`src/rtl/mem_rd_arbiter_if.sv`:
```
// AXI4 read-channel bundle (AR + R) shared by the requester and memory sides of mem_rd_arbiter.
interface mem_rd_arbiter_if #(
    parameter int unsigned ADDR_W = 64,
    parameter int unsigned DATA_W = 64,
    parameter int unsigned ID_W   = 1
);
    logic [ID_W-1:0]   arid;
    logic [ADDR_W-1:0] araddr;
    logic [7:0]        arlen;
    logic [2:0]        arsize;
    logic [1:0]        arburst;
    logic              arvalid;
    logic              arready;

    logic [ID_W-1:0]   rid;
    logic [DATA_W-1:0] rdata;
    logic [1:0]        rresp;
    logic              rlast;
    logic              rvalid;
    logic              rready;

    modport master (
        output arid, araddr, arlen, arsize, arburst, arvalid,
        input  arready,
        input  rid, rdata, rresp, rlast, rvalid,
        output rready
    );

    modport slave (
        input  arid, araddr, arlen, arsize, arburst, arvalid,
        output arready,
        output rid, rdata, rresp, rlast, rvalid,
        input  rready
    );
endinterface

```
`src/rtl/mem_rd_arbiter.sv`:
```
// Two-source AXI4 read arbiter (core=0, DMA=1): round-robin AR grant, ID-MSB source tagging, per-source burst cap.
// Optional performance counters enabled by defining MEM_RD_ARB_PERF_EN.
module mem_rd_arbiter #(
    parameter int unsigned ADDR_W    = 64,
    parameter int unsigned DATA_W    = 64,
    parameter int unsigned ID_W      = 1,
    parameter int unsigned MAX_OUTST = 4
) (
    input  logic                coreclk,
    input  logic                corersts,
    mem_rd_arbiter_if.slave     s0,
    mem_rd_arbiter_if.slave     s1,
    mem_rd_arbiter_if.master    m,
    output logic                prot_err
`ifdef MEM_RD_ARB_PERF_EN
    ,
    output logic [31:0]         perf_grant0,
    output logic [31:0]         perf_grant1,
    output logic [31:0]         perf_stall
`endif
);
    localparam int unsigned CNT_W = 4;
    localparam logic [CNT_W-1:0] CNT_MAX = CNT_W'(MAX_OUTST);

    typedef enum logic [1:0] {IDLE, GRANT0, GRANT1} state_t;

    state_t           state, state_nxt;
    logic             rr_last, rr_last_nxt;
    logic [CNT_W-1:0] cnt0, cnt1, cnt0_nxt, cnt1_nxt;
    logic             elig0, elig1;
    logic             ar_hs0, ar_hs1;
    logic             rsrc, rl_hs0, rl_hs1, err_set;

    assign elig0 = s0.arvalid & (cnt0 != CNT_MAX);
    assign elig1 = s1.arvalid & (cnt1 != CNT_MAX);

    // Grant FSM: arbitration decided in IDLE, grant held until the AR handshake.
    always_comb begin
        state_nxt   = state;
        rr_last_nxt = rr_last;
        ar_hs0      = 1'b0;
        ar_hs1      = 1'b0;
        m.arvalid   = 1'b0;
        m.arid      = '0;
        m.araddr    = '0;
        m.arlen     = '0;
        m.arsize    = '0;
        m.arburst   = '0;
        s0.arready  = 1'b0;
        s1.arready  = 1'b0;
        unique case (state)
            IDLE: begin
                if (elig0 && elig1)  state_nxt = rr_last ? GRANT0 : GRANT1;
                else if (elig0)      state_nxt = GRANT0;
                else if (elig1)      state_nxt = GRANT1;
            end
            GRANT0: begin
                m.arvalid  = s0.arvalid & ~corersts;
                m.arid     = {1'b0, s0.arid[ID_W-1:0]};
                m.araddr   = s0.araddr[ADDR_W-1:0];
                m.arlen    = s0.arlen;
                m.arsize   = s0.arsize;
                m.arburst  = s0.arburst;
                s0.arready = m.arready & ~corersts;
                ar_hs0     = s0.arvalid & m.arready & ~corersts;
                if (ar_hs0) begin
                    state_nxt   = IDLE;
                    rr_last_nxt = 1'b0;
                end
            end
            GRANT1: begin
                m.arvalid  = s1.arvalid & ~corersts;
                m.arid     = {1'b1, s1.arid[ID_W-1:0]};
                m.araddr   = s1.araddr[ADDR_W-1:0];
                m.arlen    = s1.arlen;
                m.arsize   = s1.arsize;
                m.arburst  = s1.arburst;
                s1.arready = m.arready & ~corersts;
                ar_hs1     = s1.arvalid & m.arready & ~corersts;
                if (ar_hs1) begin
                    state_nxt   = IDLE;
                    rr_last_nxt = 1'b1;
                end
            end
            default: state_nxt = IDLE;
        endcase
    end

    // Zero-latency R routing keyed on the source bit of the returned ID.
    always_comb begin
        rsrc      = m.rid[ID_W];
        s0.rvalid = m.rvalid & ~rsrc & ~corersts;
        s1.rvalid = m.rvalid &  rsrc & ~corersts;
        s0.rid    = m.rid[ID_W-1:0];
        s1.rid    = m.rid[ID_W-1:0];
        s0.rdata  = m.rdata[DATA_W-1:0];
        s1.rdata  = m.rdata[DATA_W-1:0];
        s0.rresp  = m.rresp;
        s1.rresp  = m.rresp;
        s0.rlast  = m.rlast;
        s1.rlast  = m.rlast;
        m.rready  = (rsrc ? s1.rready : s0.rready) & ~corersts;
        rl_hs0    = m.rvalid & m.rready & m.rlast & ~rsrc;
        rl_hs1    = m.rvalid & m.rready & m.rlast &  rsrc;
    end

    // Outstanding-burst counters; an underflowing rlast is flagged, not counted.
    always_comb begin
        cnt0_nxt = cnt0;
        cnt1_nxt = cnt1;
        if (ar_hs0 && !rl_hs0)                         cnt0_nxt = cnt0 + CNT_W'(1);
        else if (!ar_hs0 && rl_hs0 && cnt0 != '0)      cnt0_nxt = cnt0 - CNT_W'(1);
        if (ar_hs1 && !rl_hs1)                         cnt1_nxt = cnt1 + CNT_W'(1);
        else if (!ar_hs1 && rl_hs1 && cnt1 != '0)      cnt1_nxt = cnt1 - CNT_W'(1);
        err_set = (rl_hs0 && cnt0 == '0) || (rl_hs1 && cnt1 == '0);
    end

    always_ff @(posedge coreclk) begin
        if (corersts) begin
            state    <= IDLE;
            rr_last  <= 1'b1;
            cnt0     <= '0;
            cnt1     <= '0;
            prot_err <= 1'b0;
        end else begin
            state    <= state_nxt;
            rr_last  <= rr_last_nxt;
            cnt0     <= cnt0_nxt;
            cnt1     <= cnt1_nxt;
            prot_err <= prot_err | err_set;
        end
    end

`ifdef MEM_RD_ARB_PERF_EN
    logic stall;
    assign stall = (s0.arvalid && cnt0 == CNT_MAX) || (s1.arvalid && cnt1 == CNT_MAX);

    always_ff @(posedge coreclk) begin
        if (corersts) begin
            perf_grant0 <= '0;
            perf_grant1 <= '0;
            perf_stall  <= '0;
        end else begin
            perf_grant0 <= perf_grant0 + 32'(ar_hs0);
            perf_grant1 <= perf_grant1 + 32'(ar_hs1);
            perf_stall  <= perf_stall + 32'(stall);
        end
    end
`endif
endmodule
```
`src/flat_wrapper.sv`:
```
// flat-port wrapper written by rule: the top's interface ports become plain ports
module mem_rd_arbiter_flat 
#(
    parameter int unsigned ADDR_W    = 64,
    parameter int unsigned DATA_W    = 64,
    parameter int unsigned ID_W      = 1,
    parameter int unsigned MAX_OUTST = 4
)
  (coreclk, corersts, prot_err, s0_arid, s0_araddr, s0_arlen, s0_arsize, s0_arburst, s0_arvalid, s0_arready, s0_rid, s0_rdata, s0_rresp, s0_rlast, s0_rvalid, s0_rready, s1_arid, s1_araddr, s1_arlen, s1_arsize, s1_arburst, s1_arvalid, s1_arready, s1_rid, s1_rdata, s1_rresp, s1_rlast, s1_rvalid, s1_rready, m_arid, m_araddr, m_arlen, m_arsize, m_arburst, m_arvalid, m_arready, m_rid, m_rdata, m_rresp, m_rlast, m_rvalid, m_rready);
  mem_rd_arbiter_if #(.ADDR_W(ADDR_W), .DATA_W(DATA_W), .ID_W(ID_W)) s0_i ();
  mem_rd_arbiter_if #(.ADDR_W(ADDR_W), .DATA_W(DATA_W), .ID_W(ID_W)) s1_i ();
  mem_rd_arbiter_if #(.ADDR_W(ADDR_W), .DATA_W(DATA_W), .ID_W(ID_W)) m_i ();
  input  logic coreclk;
  input  logic corersts;
  output logic prot_err;
  input wire logic [$bits(s0_i.arid)-1:0] s0_arid;
  input wire logic [$bits(s0_i.araddr)-1:0] s0_araddr;
  input wire logic [$bits(s0_i.arlen)-1:0] s0_arlen;
  input wire logic [$bits(s0_i.arsize)-1:0] s0_arsize;
  input wire logic [$bits(s0_i.arburst)-1:0] s0_arburst;
  input wire logic [$bits(s0_i.arvalid)-1:0] s0_arvalid;
  output wire logic [$bits(s0_i.arready)-1:0] s0_arready;
  output wire logic [$bits(s0_i.rid)-1:0] s0_rid;
  output wire logic [$bits(s0_i.rdata)-1:0] s0_rdata;
  output wire logic [$bits(s0_i.rresp)-1:0] s0_rresp;
  output wire logic [$bits(s0_i.rlast)-1:0] s0_rlast;
  output wire logic [$bits(s0_i.rvalid)-1:0] s0_rvalid;
  input wire logic [$bits(s0_i.rready)-1:0] s0_rready;
  input wire logic [$bits(s1_i.arid)-1:0] s1_arid;
  input wire logic [$bits(s1_i.araddr)-1:0] s1_araddr;
  input wire logic [$bits(s1_i.arlen)-1:0] s1_arlen;
  input wire logic [$bits(s1_i.arsize)-1:0] s1_arsize;
  input wire logic [$bits(s1_i.arburst)-1:0] s1_arburst;
  input wire logic [$bits(s1_i.arvalid)-1:0] s1_arvalid;
  output wire logic [$bits(s1_i.arready)-1:0] s1_arready;
  output wire logic [$bits(s1_i.rid)-1:0] s1_rid;
  output wire logic [$bits(s1_i.rdata)-1:0] s1_rdata;
  output wire logic [$bits(s1_i.rresp)-1:0] s1_rresp;
  output wire logic [$bits(s1_i.rlast)-1:0] s1_rlast;
  output wire logic [$bits(s1_i.rvalid)-1:0] s1_rvalid;
  input wire logic [$bits(s1_i.rready)-1:0] s1_rready;
  output wire logic [$bits(m_i.arid)-1:0] m_arid;
  output wire logic [$bits(m_i.araddr)-1:0] m_araddr;
  output wire logic [$bits(m_i.arlen)-1:0] m_arlen;
  output wire logic [$bits(m_i.arsize)-1:0] m_arsize;
  output wire logic [$bits(m_i.arburst)-1:0] m_arburst;
  output wire logic [$bits(m_i.arvalid)-1:0] m_arvalid;
  input wire logic [$bits(m_i.arready)-1:0] m_arready;
  input wire logic [$bits(m_i.rid)-1:0] m_rid;
  input wire logic [$bits(m_i.rdata)-1:0] m_rdata;
  input wire logic [$bits(m_i.rresp)-1:0] m_rresp;
  input wire logic [$bits(m_i.rlast)-1:0] m_rlast;
  input wire logic [$bits(m_i.rvalid)-1:0] m_rvalid;
  output wire logic [$bits(m_i.rready)-1:0] m_rready;
  assign s0_i.arid = s0_arid;
  assign s0_i.araddr = s0_araddr;
  assign s0_i.arlen = s0_arlen;
  assign s0_i.arsize = s0_arsize;
  assign s0_i.arburst = s0_arburst;
  assign s0_i.arvalid = s0_arvalid;
  assign s0_arready = s0_i.arready;
  assign s0_rid = s0_i.rid;
  assign s0_rdata = s0_i.rdata;
  assign s0_rresp = s0_i.rresp;
  assign s0_rlast = s0_i.rlast;
  assign s0_rvalid = s0_i.rvalid;
  assign s0_i.rready = s0_rready;
  assign s1_i.arid = s1_arid;
  assign s1_i.araddr = s1_araddr;
  assign s1_i.arlen = s1_arlen;
  assign s1_i.arsize = s1_arsize;
  assign s1_i.arburst = s1_arburst;
  assign s1_i.arvalid = s1_arvalid;
  assign s1_arready = s1_i.arready;
  assign s1_rid = s1_i.rid;
  assign s1_rdata = s1_i.rdata;
  assign s1_rresp = s1_i.rresp;
  assign s1_rlast = s1_i.rlast;
  assign s1_rvalid = s1_i.rvalid;
  assign s1_i.rready = s1_rready;
  assign m_arid = m_i.arid;
  assign m_araddr = m_i.araddr;
  assign m_arlen = m_i.arlen;
  assign m_arsize = m_i.arsize;
  assign m_arburst = m_i.arburst;
  assign m_arvalid = m_i.arvalid;
  assign m_i.arready = m_arready;
  assign m_i.rid = m_rid;
  assign m_i.rdata = m_rdata;
  assign m_i.rresp = m_rresp;
  assign m_i.rlast = m_rlast;
  assign m_i.rvalid = m_rvalid;
  assign m_rready = m_i.rready;
  mem_rd_arbiter #(.ADDR_W(ADDR_W), .DATA_W(DATA_W), .ID_W(ID_W), .MAX_OUTST(MAX_OUTST)) u_core (.coreclk(coreclk), .corersts(corersts), .s0(s0_i), .s1(s1_i), .m(m_i), .prot_err(prot_err));
endmodule
```
`config.mk`:
```
export PLATFORM = sky130hd
export DESIGN_NAME = mem_rd_arbiter_flat
export DESIGN_NICKNAME = d
export VERILOG_FILES = /design/src/rtl/mem_rd_arbiter_if.sv /design/src/rtl/mem_rd_arbiter.sv /design/src/flat_wrapper.sv
export SDC_FILE = /design/constraint.sdc
export NUM_CORES = 1
export LEC_CHECK = 0
export ABC_AREA = 0
export BUFFER_PORTS_ARGS = -buffer_cell sky130_fd_sc_hd__buf_2
export CORE_AREA = 2 2 174 176
export CTS_CLUSTER_SIZE = 40
export DETAILED_ROUTE_END_ITERATION = 6
export DIE_AREA = 0 0 176 178
export HOLD_SLACK_MARGIN = 0.05
export MAX_ROUTING_LAYER = met4
export PLACE_DENSITY = 0.36
export SKIP_LAST_GASP = 1
export SLEW_MARGIN = 5
export SYNTH_ARGS = -nofsm -noshare
export SYNTH_HDL_FRONTEND = slang
export SYNTH_SLANG_ARGS = --single-unit
export TNS_END_PERCENT = 10
```
`constraint.sdc`:
```
create_clock -name coreclk -period 1.4 [get_ports coreclk]
set_input_delay 0.28 -clock coreclk [delete_from_list [all_inputs] [get_ports coreclk]]
set_output_delay 0.28 -clock coreclk [all_outputs]
set_load 0.02 [all_outputs]
```
# After elaboration in Yosys (flattened, before gate mapping)
# Index checks and enable logic that the tools add are counted.
# word_totals
ff_bits,11
# classes
add_sub_neg,2
n_eq_ne,7
n_mux,20
bitwise_logic,11
reduce_logical,5
# op_table
operator,count
64-bit one-hot mux with 2 select lines,1
8-bit one-hot mux with 2 select lines,1
2-bit 2-to-1 mux,6
1-bit AND,10
"4-bit by 1-bit adder with 4-bit output, second input constant",2
"4-bit by 3-bit inequality test with 1-bit output, second input constant",2
1-bit 2-to-1 mux,6
1-bit one-hot mux with 2 select lines,3
2-bit one-hot mux with 3 select lines,1
3-bit one-hot mux with 2 select lines,1
3-bit AND reduction,2
"2-bit by 1-bit inequality test with 1-bit output, second input constant",2
"4-bit by 1-bit inequality test with 1-bit output, second input constant",1
2-bit one-hot mux with 2 select lines,1
"2-bit by 1-bit equality test with 1-bit output, second input constant",1
"2-bit equality test, second input constant",1
2-bit logical NOT,1
2-bit nonzero test,1
1-bit logical AND,1
1-bit NOT,1

# Depth between registers and ports, before layout
# Gate-level depths: netlist of the first run.
# logic_depth
word_depth,6
mapped_depth,7

# Least setup slack after synthesis of the first run
# Ideal clock, no wire load.
# synth_path
kind,reg-to-output
from,register u_core.state[0]
to,output port m_arvalid
t_arrival_ns,1.565
required_time_ns,1.120
setup_slack_ns,-0.445
stages_incl_launch_ff,7
n_path_buf,2
cell_sequence,dfxtp_1 > inv_1 > ha_1 > buf_2 > buf_2 > mux2i_1 > nor3b_1
# synth_via
elab_chain_cells,2
# synth_rtl
item,line_no,rtl
"start, declared",mem_rd_arbiter.sv:27,"state_t state, state_nxt;"
"start signal, assigned",mem_rd_arbiter.sv:126,state <= state_nxt;
2-bit equality test or 2-bit by 1-bit equality test with 1-bit output (tied branches),mem_rd_arbiter.sv:51,unique case (state)
1-bit one-hot mux with 2 select lines (*),mem_rd_arbiter.sv:51,
"end, declared",flat_wrapper.sv:47,output wire logic [$bits(m_i.arvalid)-1:0] m_arvalid;
# Every way passes the cells marked *; elsewhere a longest branch is shown, timed or not.

# Final worst setup path of the first run
# layout_path
from,register u_core.state[0]
to,output port m_araddr[33]
# layout_via
elab_chain_cells,2
# layout_rtl
item,line_no,rtl
2-bit equality test or 2-bit by 1-bit equality test with 1-bit output (tied branches),mem_rd_arbiter.sv:51,
64-bit one-hot mux with 2 select lines (*),mem_rd_arbiter.sv:51,
"end, declared",flat_wrapper.sv:43,output wire logic [$bits(m_i.araddr)-1:0] m_araddr;
# Marks and branches as above.

==> out/summary.txt, run 1 <==
status - complete, but fails checks
failing checks - setup timing
maximum clock rate - 530 MHz
number of synthesis warnings - 0
Max Cap Viol - 0
switching power - 2.35 mW
worst path required time - 1.12 ns
Die Y - 178 um
worst setup path category - flop to primary output
Initial Utilization - 0.0977
Post-DRT Antenna Nets - 0
Max clock buf depth - 2
GRT Overall Usage - 0.0759
die area - 31,300 sq um
Synth Area in Simple Gates - 0.218
Synth Area in Compound Gates - 0.240
mux cell area share after synthesis - 0.0105
leakage power - 1.94 nW
Hold Buf Count CTS - 0
Tmin final - 1.89 ns
DRT Wirelength - 14,600 um
register share of total power - 0.071
r2r worst-path depth - 8
first-pass GRT wire length - 17,500 um
#FFs+latches synth - 11
WL/cell - 16.0 um
Netlist cell types - 30
clock root cell - clkbuf_16
CP Max Fanout - 9
clock power share - 0.099
H-tree depth - 1
pin count of the biggest net entering global routing - 41
CTS buffer count - 3
Via Count - 3,116
RePlAce Congestion - 0.681
Critical Path Start Type - flop
Die W - 176 um
grt total ovfl - 0
largest family of logic cells by synthesized area - buffers and inverters
pre-CTS WS - -0.317 ns
Avg Inst Size Synth - 7.31 sq um
Hold Slack - 0.344 ns
dominant synthesized flop cell - dfxtp_1
post-synthesis adder-cell area fraction - 0.0305
Hold Crit Depth - 3
Clk Latency, worst-skew pair - 0.24 ns
worst vdd ir - 0.477 mV
nets@finish - 762
Final Slew Violations - 0
TritonRoute pass-1 iters - 3
core area - 29,400 sq um
antenna violations before repair - 3
# port buffers - 243
share of layout cells above drive strength 1 - 0.810
Cell Area, Synth - 2870 sq um
I/O pins - 453
vias in the first global route - 2,873
Switching Fraction - 0.440
Sink Count - 11
Crit. End Element - primary output
setup violators final - 89
Arrival @ worst endpoint - 1.61 ns
DR vias/cell - 3.41
final period utilization - 1.35
Synth Area in XOR/XNOR - 0.0122
CTS tree - built
drt drc - 0
final setup skew - 0.000276 ns
Post-synth EDFFs - 0
post-synthesis sequential area ratio - 0.0767
RSZ-0062 raised after global routing - true
asr flop ratio synth - 0
PwrDens - 1170 nW/um^2
Logic pwr share - 0.830
cells after synthesis - 393
worst hold path type - input port to flop
Rows - 63
dpl hpwl - 11,100 um
Final Hold Vio Count - 0
Fill cells - 3,371
register clock-pin slew on the reported worst setup and hold paths - 0.04 ns
starting DRC count in detailed routing - 51
layout overhead on the synthesized area - 59.4%
final setup margin - -0.487 ns
cell internal pwr - 3.00 mW
-- kinds of logic after synthesis --
logic type	after synthesis
buf+inv	173
simple gates	102
compound gates	92
flops	11
fa+ha+maj	7
xor+xnor	4
mux	3
other cells	1
-- per-stage QoR --
stage          TNS [ns]   util  instances  total power [mW]  instance area, sq um
3_5_place_dp     -23.98  0.136        893              4.03                  4010
6_report         -36.10  0.156        914              5.35                  4580
2_1_floorplan    -10.75      -        395              3.21                  3120
5_1_grt          -42.40  0.156        914              5.71                  4580
3_3_place_gp     -23.17  0.136        893              4.03                  4010
4_1_cts          -35.86  0.141        898              4.67                  4140
-- worst paths after layout --
check	end	startpoint	slack (ns)
worst min register to register	u_core.cnt0[3]	u_core.cnt0[3]	0.48
worst max register to register	u_core.rr_last	u_core.state[0]	-0.38
worst min-delay path	u_core.cnt0[3]	corersts	0.34
worst max-delay path	m_araddr[33]	u_core.state[0]	-0.49
-- power groups by stage --
stage               registers (mW)  clock network, mW  logic [mW]
finish                       0.379              0.532        4.44
global route                 0.386              0.561        4.76
CTS                          0.375              0.547        3.75
detailed placement           0.376                  0        3.66
global placement             0.377                  0        3.65
floorplan                    0.369                  0        2.84
-- critical path, cell delays in order, from the launching register on --
cell       delay, ns
dfxtp_2         0.32
buf_6           0.11
ha_4            0.20
buf_12          0.15
clkbuf_16       0.17
a22oi_1         0.19
nor2b_2         0.06
buf_2           0.16
-- placed cells by master (no fill, tap or decap), drive strengths merged, types with 3 or more instances in the layout --
master  count
inv         6
dfxtp      11
nand3b      4
o21ai       3
clkbuf      9
ha          7
buf       285
conb        3
nor2        6
mux2i       3
a21boi      3
a22oi      79
nand3       4
nor2b      79
-- repair_timing --
item,CTS,global route
cloned,0,6
setup buffers,1,8
pin swaps,0,3
setup endpoints to repair,91,91
gates resized for setup,11,49
-- synth_stat cells, types with 2 or more instances --
library cell  count  share of area
mux2i_1           3          0.010
buf_1             9          0.012
nand3_1           4         0.0070
a22oi_1          78           0.20
o21ai_0           3         0.0052
xor2_1            2         0.0061
nor2_1            6         0.0078
o32ai_1           2         0.0061
nand3b_1          4          0.010
nand2_1           2         0.0026
ha_1              7          0.030
inv_1             6         0.0078
dfxtp_1          11          0.077
nor2b_1          79           0.17
buf_4           139           0.36
or3_1             2         0.0044
a21boi_0          2         0.0052
nand4_1           2         0.0044
buf_2             6          0.010
clkbuf_1         13          0.017
and3b_2           2         0.0070
a21oi_1           2         0.0035
xnor2_1           2         0.0061
-- routing by layer --
layer | wire (um) | GRT usage
met1 | 5560 | 0.0802
met2 | 7030 | 0.126
met3 | 1940 | 0.0437
met4 | 64 | 0.0107
met5 | 0 | -
-- state kept, by name, summed over array words and instances, names as in the netlist --
register and flops:
u_core.state 2, u_core.cnt1 4, u_core.cnt0 4, u_core.rr_last 1
-- area by class of cell --
type / instances / area, sq um / share of cell area
Sequential cell: 11 / 223 / 0.0487
Multi-Input combinational cell: 211 / 1920 / 0.420
Tap cell: 390 / 488 / 0.107
Timing Repair Buffer: 290 / 1830 / 0.401
Antenna cell: 2 / 5.00 / 0.00109
Inverter: 6 / 25.0 / 0.00547
Clock buffer: 4 / 78.8 / 0.0172
No activity file was read; power rests on OpenSTA's default activity.
==> run 2: changes to the inputs <==
--- a/config.mk
+++ b/config.mk
@@ -12,7 +12,6 @@
 export DETAILED_ROUTE_END_ITERATION = 6
 export DIE_AREA = 0 0 176 178
 export HOLD_SLACK_MARGIN = 0.05
-export MAX_ROUTING_LAYER = met4
 export PLACE_DENSITY = 0.36
 export SKIP_LAST_GASP = 1
 export SLEW_MARGIN = 5
==> run 2 against run 1 <==
Against the previous run:
- the flow still finishes with violations (setup timing)
- critical path type unchanged
- core utilization is the same
- die area did not move
- critical path depth did not move
- combinational power about the same
- register-to-register slack hardly changed
- largest power group unchanged
- wire length increased by 0.22%
- non-clock buffer count did not move
- sequential power barely moved
- flip-flop and latch count unchanged
- clock skew rose by 0.00082 ns
==> out/summary.txt, run 2 (synthesized netlist as in run 1, its figures left out) <==
DR vias/cell - 3.41 (about the same)
drt drc - 0 (unchanged)
status - complete, but fails checks
Final Hold Vio Count - 0 (unchanged)
RePlAce Congestion - 0.675 (-0.98%)
final setup skew - 0.00109 ns (+0.000819 ns)
Max clock buf depth - 2 (unchanged)
max incr delay on CP - 0.32 ns (about the same)
WL/cell - 16.0 um (+0.22%)
setup violators final - 89 (unchanged)
Final Total Pwr - 5.35 mW (about the same)
pin count of the biggest net entering global routing - 41 (unchanged)
Rows - 63 (unchanged)
CP Max Fanout - 9 (unchanged)
Clk Latency, worst-skew pair - 0.24 ns (about the same)
Max Cap Viol - 0 (unchanged)
Arrival @ worst endpoint - 1.61 ns (about the same)
Post-DRT Antenna Nets - 0 (unchanged)
starting DRC count in detailed routing - 71 (+39%)
register share of total power - 0.071 (about the same)
clock root cell - clkbuf_16
Via Count - 3,113 (-0.096%)
Sink Count - 11 (unchanged)
area of the multi-input gates - 1920 sq um (unchanged)
RSZ-0062 raised after global routing - true
worst path required time - 1.12 ns (about the same)
clock power share - 0.100 (about the same)
worst hold path type - input port to flop
TritonRoute pass-1 iters - 4 (+1)
Final Slew Violations - 0 (unchanged)
final period utilization - 1.35 (+0.00227)
GRT Overall Usage - 0.0739 (-0.00205)
core area - 29,400 sq um (unchanged)
vias in the first global route - 2,872 (-0.035%)
Tmin final - 1.89 ns (+0.00317 ns)
commonest non-fill, non-tap cells in the layout - buf_2, nor2b_2, a22oi_2, a22oi_1, buf_4
cell internal pwr - 3.00 mW (about the same)
nets@finish - 762 (unchanged)
grt total ovfl - 0 (unchanged)
CTS buffer count - 3 (unchanged)
I/O pins - 453 (unchanged)
Reg area - 223 sq um (unchanged)
Die Y - 178 um (unchanged)
Fill cells - 3,372 (+0.030%)
pre-CTS WS - -0.317 ns (unchanged)
antenna violations before repair - 3 (unchanged)
die area - 31,300 sq um (unchanged)
Die W - 176 um (unchanged)
leakage power - 1.94 nW (unchanged)
Switching Fraction - 0.440 (about the same)
setup_tns - -36.21 ns (-0.116 ns)
PwrDens - 1170 nW/um^2 (about the same)
Slowest-stage cell, CP - dfxtp_2
most common cell after layout, fill and taps aside - buf_2
register clock-pin slew on the reported worst setup and hold paths - 0.04 ns (about the same)
Initial Utilization - 0.0977 (unchanged)
Layout Utilization - 0.156 (unchanged)
worst setup path category - flop to primary output
# port buffers - 243 (unchanged)
worst vdd ir - 0.479 mV (+0.41%)
dpl hpwl - 11,100 um (unchanged)
Top Registers - u_core.cnt0 (4), u_core.cnt1 (4), u_core.state (2)
switching power - 2.35 mW (about the same)
Logic pwr share - 0.829 (about the same)
Hold Buf Count CTS - 0 (unchanged)
failing checks - setup timing
Crit. End Element - primary output
DRT Wirelength - 14,600 um (+0.22%)
Critical Path Start Type - flop
crit-path cells - buf_6 -> ha_4 -> buf_12 -> clkbuf_16 -> a22oi_1 -> nor2b_2 -> buf_2
final setup margin - -0.491 ns (-0.00317 ns)
share of layout cells above drive strength 1 - 0.810 (unchanged)
H-tree depth - 1 (unchanged)
first-pass GRT wire length - 17,500 um (+0.15%)
maximum clock rate - 529 MHz (-0.17%)
CTS tree - built
layout overhead on the synthesized area - 59.4% (unchanged)
## run 2: final cells by class
cell class                 count  share of cell area
antenna                        2             0.00109
clock buffer                   4              0.0172
inverter                       6             0.00547
multi-input combinational    211               0.420
sequential                    11              0.0487
tap                          390               0.107
timing repair buffer         290               0.401
## run 2: what timing repair did
item / in CTS / in global routing
buffers inserted: 1 / 8
pin swaps: 0 / 3
gates resized for setup: 11 / 49
gates cloned: 0 / 6
endpoints found under the hold margin: 0 / 0
endpoints found under the setup margin: 91 / 91
## run 2: worst max-delay path: cells and delay by family, from the launching register on
family / cells / cell delay [ns]
AOI/OAI and AO/OA: 1 / 0.19
buffers and inverters: 4 / 0.58
and+or+nand+nor: 1 / 0.06
DFF: 1 / 0.32
adders and majority gates: 1 / 0.20
## run 2: path summary, 6_finish.rpt
kind                   start        endpoint  slack [ns]  cells after the start
min                 corersts  u_core.cnt0[3]        0.34                      3
min reg2reg   u_core.cnt0[3]  u_core.cnt0[3]        0.48                      2
max          u_core.state[0]    m_araddr[33]       -0.49                      7
max reg2reg  u_core.state[0]  u_core.rr_last       -0.37                      8
## run 2: power groups by stage
stage	sequential, mW	clock [mW]	combinational (mW)
after floorplan	0.369	0	2.84
after global placement	0.377	0	3.65
after detailed placement	0.376	0	3.66
after CTS	0.375	0.547	3.75
after global routing	0.386	0.561	4.76
final	0.379	0.535	4.43
## run 2: routing by layer
| metal | vias to the layer above | track usage | share of wire | routed length [um] |
|---|---|---|---|---|
| met5 | - | 0 | 0.00089 | 13 |
| met2 | 233 | 0.127 | 0.48 | 7030 |
| li1 | 1468 | - | - | - |
| met4 | 2 | 0.00930 | 0.0033 | 49 |
| met1 | 1400 | 0.0803 | 0.38 | 5570 |
| met3 | 10 | 0.0437 | 0.13 | 1970 |
## run 2: per-stage QoR
| stage | cells | cell area, sq um | hold slack [ns] |
|---|---|---|---|
| floorplan | 395 | 3120 | 0.386 |
| global placement | 893 | 4010 | 0.473 |
| detailed placement | 893 | 4010 | 0.474 |
| CTS | 898 | 4140 | 0.352 |
| global route | 913 | 4570 | 0.360 |
| finish | 914 | 4580 | 0.344 |
==> run 3: changes to the inputs <==
--- a/config.mk
+++ b/config.mk
@@ -12,7 +12,7 @@
 export DETAILED_ROUTE_END_ITERATION = 6
 export DIE_AREA = 0 0 176 178
 export HOLD_SLACK_MARGIN = 0.05
-export PLACE_DENSITY = 0.36
+export PLACE_DENSITY = 0.33
 export SKIP_LAST_GASP = 1
 export SLEW_MARGIN = 5
 export SYNTH_ARGS = -nofsm -noshare
==> run 3 against run 2 <==
Against the previous run:
- the flow still finishes with violations (setup timing)
- critical path type unchanged
- fmax rose by 0.46%
- sequential share of layout area grew 0.10 points
- cell area down 2.7%
- power is 7.5% lower
- non-clock buffer count increased by 6
==> out/summary.txt, run 3 (synthesized netlist as in run 1, its figures left out) <==
status - complete, but fails checks
failing checks - setup timing
maximum clock rate - 531 MHz (+0.46%)
critical path buffer and inverter count - 4 (unchanged)
pin count of the biggest net entering global routing - 42 (+2.4%)
Max Cap Viol - 0 (unchanged)
worst vdd ir - 0.561 mV (+17%)
vias in the first global route - 2,954 (+2.9%)
# port buffers - 243 (unchanged)
fin area - 4460 sq um (-2.7%)
antenna violations before repair - 1 (-2)
final setup skew - 0.000582 ns (-0.000513 ns)
RSZ-0062 raised after global routing - true
setup violators final - 86 (-3.4%)
final setup margin - -0.482 ns (+0.00873 ns)
hold path start - corersts
Max clock buf depth - 2 (unchanged)
CTS buffer count - 3 (unchanged)
GRT Overall Usage - 0.0719 (-0.00194)
Post-DRT Antenna Nets - 0 (unchanged)
DRT Wirelength - 13,000 um (-11%)
grt total ovfl - 0 (unchanged)
H-tree depth - 1 (unchanged)
Die Y - 178 um (unchanged)
die area - 31,300 sq um (unchanged)
CP Max Fanout - 26 (+17)
Final Hold Vio Count - 0 (unchanged)
dpl hpwl - 11,000 um (-0.46%)
Final Slew Violations - 0 (unchanged)
I/O pins - 453 (unchanged)
post-route insts no fill - 919 (+0.55%)
worst hold path type - input port to flop
worst path required time - 1.12 ns (about the same)
crit-path cells - buf_4 -> ha_4 -> buf_12 -> buf_4 -> a22oi_1 -> nor2b_2 -> buf_2
RePlAce Congestion - 0.720 (+6.7%)
Die W - 176 um (unchanged)
commonest non-fill, non-tap cells in the layout - buf_2, nor2b_2, buf_4, a22oi_2, a22oi_1
Slowest-stage cell, CP - dfxtp_1
Layout Utilization - 0.152 (-0.00413)
layout overhead on the synthesized area - 55.2%
max incr delay on CP - 0.31 ns (about the same)
Top Registers - u_core.cnt0 (4), u_core.cnt1 (4), u_core.state (2)
core area - 29,400 sq um (unchanged)
DR vias/cell - 3.36 (-1.4%)
most common cell after layout, fill and taps aside - buf_2
post-placement cell count - 914 (+2.4%)
nets@finish - 768 (+0.79%)
leakage power - 1.92 nW (-0.92%)
Sink Count - 11 (unchanged)
WL/cell - 14.1 um (-12%)
Crit path depth - 7 (unchanged)
reg-to-reg startpoint - u_core.state[1]
FF-to-FF End - u_core.rr_last
starting DRC count in detailed routing - 85 (+20%)
PwrDens - 1110 nW/um^2 (-5.0%)
Critical Path Start Type - flop
worst reg-to-reg setup slack - -0.19 ns (+0.18 ns)
CTS tree - built
r2r worst-path depth - 6 (-2)
Hold Buf Count CTS - 0 (unchanged)
clock root cell - clkbuf_16
Via Count - 3,087 (-0.84%)
TritonRoute pass-1 iters - 4 (unchanged)
register clock-pin slew on the reported worst setup and hold paths - 0.04 ns (about the same)
number of post-CTS setup repair buffers - 0 (-1)
Arrival @ worst endpoint - 1.60 ns (about the same)
Most common cell on crit path - buf_4
Rows - 63 (unchanged)
share of layout cells above drive strength 1 - 0.822 (+0.0116)
final period utilization - 1.34 (-0.00624)
drt drc - 0 (unchanged)
worst setup path category - flop to primary output
Tmin final - 1.88 ns (-0.00873 ns)
Crit. End Element - primary output
Initial Utilization - 0.0977 (unchanged)
first-pass GRT wire length - 17,400 um (-0.71%)
Setup crit start - u_core.state[1]
Worst Setup EP - m_araddr[31]
CP top delay family - buffers and inverters
Post-DP Area - 4140 sq um (+3.3%)
Clk Latency, worst-skew pair - 0.24 ns (about the same)
run 3: metal layers:
metal	track usage	vias to the layer above	routed length, um
li1	-	1480	-
met1	0.0784	1360	4610
met2	0.129	230	6580
met3	0.0324	17	1570
met4	0.0148	0	237
met5	0	-	0
run 3: worst min path at each step:
stage / endpoint / cells after the start
global placement: u_core.cnt0[3] / 2
floorplan: u_core.rr_last / 1
global route: u_core.cnt0[1] / 3
detailed placement: u_core.cnt0[3] / 2
finish: u_core.cnt0[3] / 3
CTS: u_core.cnt0[0] / 3
run 3: repair_timing:
action / 4_1_cts / 5_1_grt
endpoints found under the setup margin: 88 / 90
pin swaps: 0 / 1
gates resized for setup: 23 / 26
hold endpoints to repair: 0 / 0
run 3: area by class of cell:
cell class	count	area [sq um]
Timing Repair Buffer	296	1690
Inverter	6	22.5
Clock buffer	4	78.8
Multi-Input combinational cell	211	1950
Fill cell	3377	24900
Sequential cell	11	221
Tap cell	390	488
Antenna cell	1	2.50
run 3: stage by stage:
stage | setup TNS (ns) | power [mW] | hold WS [ns] | worst slack, ns
2_1_floorplan | -10.75 | 3.21 | 0.386 | -0.142
3_3_place_gp | -20.14 | 4.24 | 0.477 | -0.282
3_5_place_dp | -20.78 | 4.22 | 0.480 | -0.280
4_1_cts | -37.15 | 4.91 | 0.373 | -0.488
5_1_grt | -41.51 | 5.33 | 0.385 | -0.548
6_report | -35.01 | 4.95 | 0.372 | -0.482
run 3: power by group:
part	total (mW)	switching (mW)	leakage [nW]	internal (mW)
logic	4.06	2.03	1.79	2.03
clock network	0.518	0.136	0.0382	0.382
registers	0.371	0.0206	0.0896	0.350
total	4.95	2.18	1.92	2.76
run 3: worst min-delay path, stage by stage:
cell     delay (ns)
buf_2          0.10
buf_4          0.13
a21oi_1        0.04
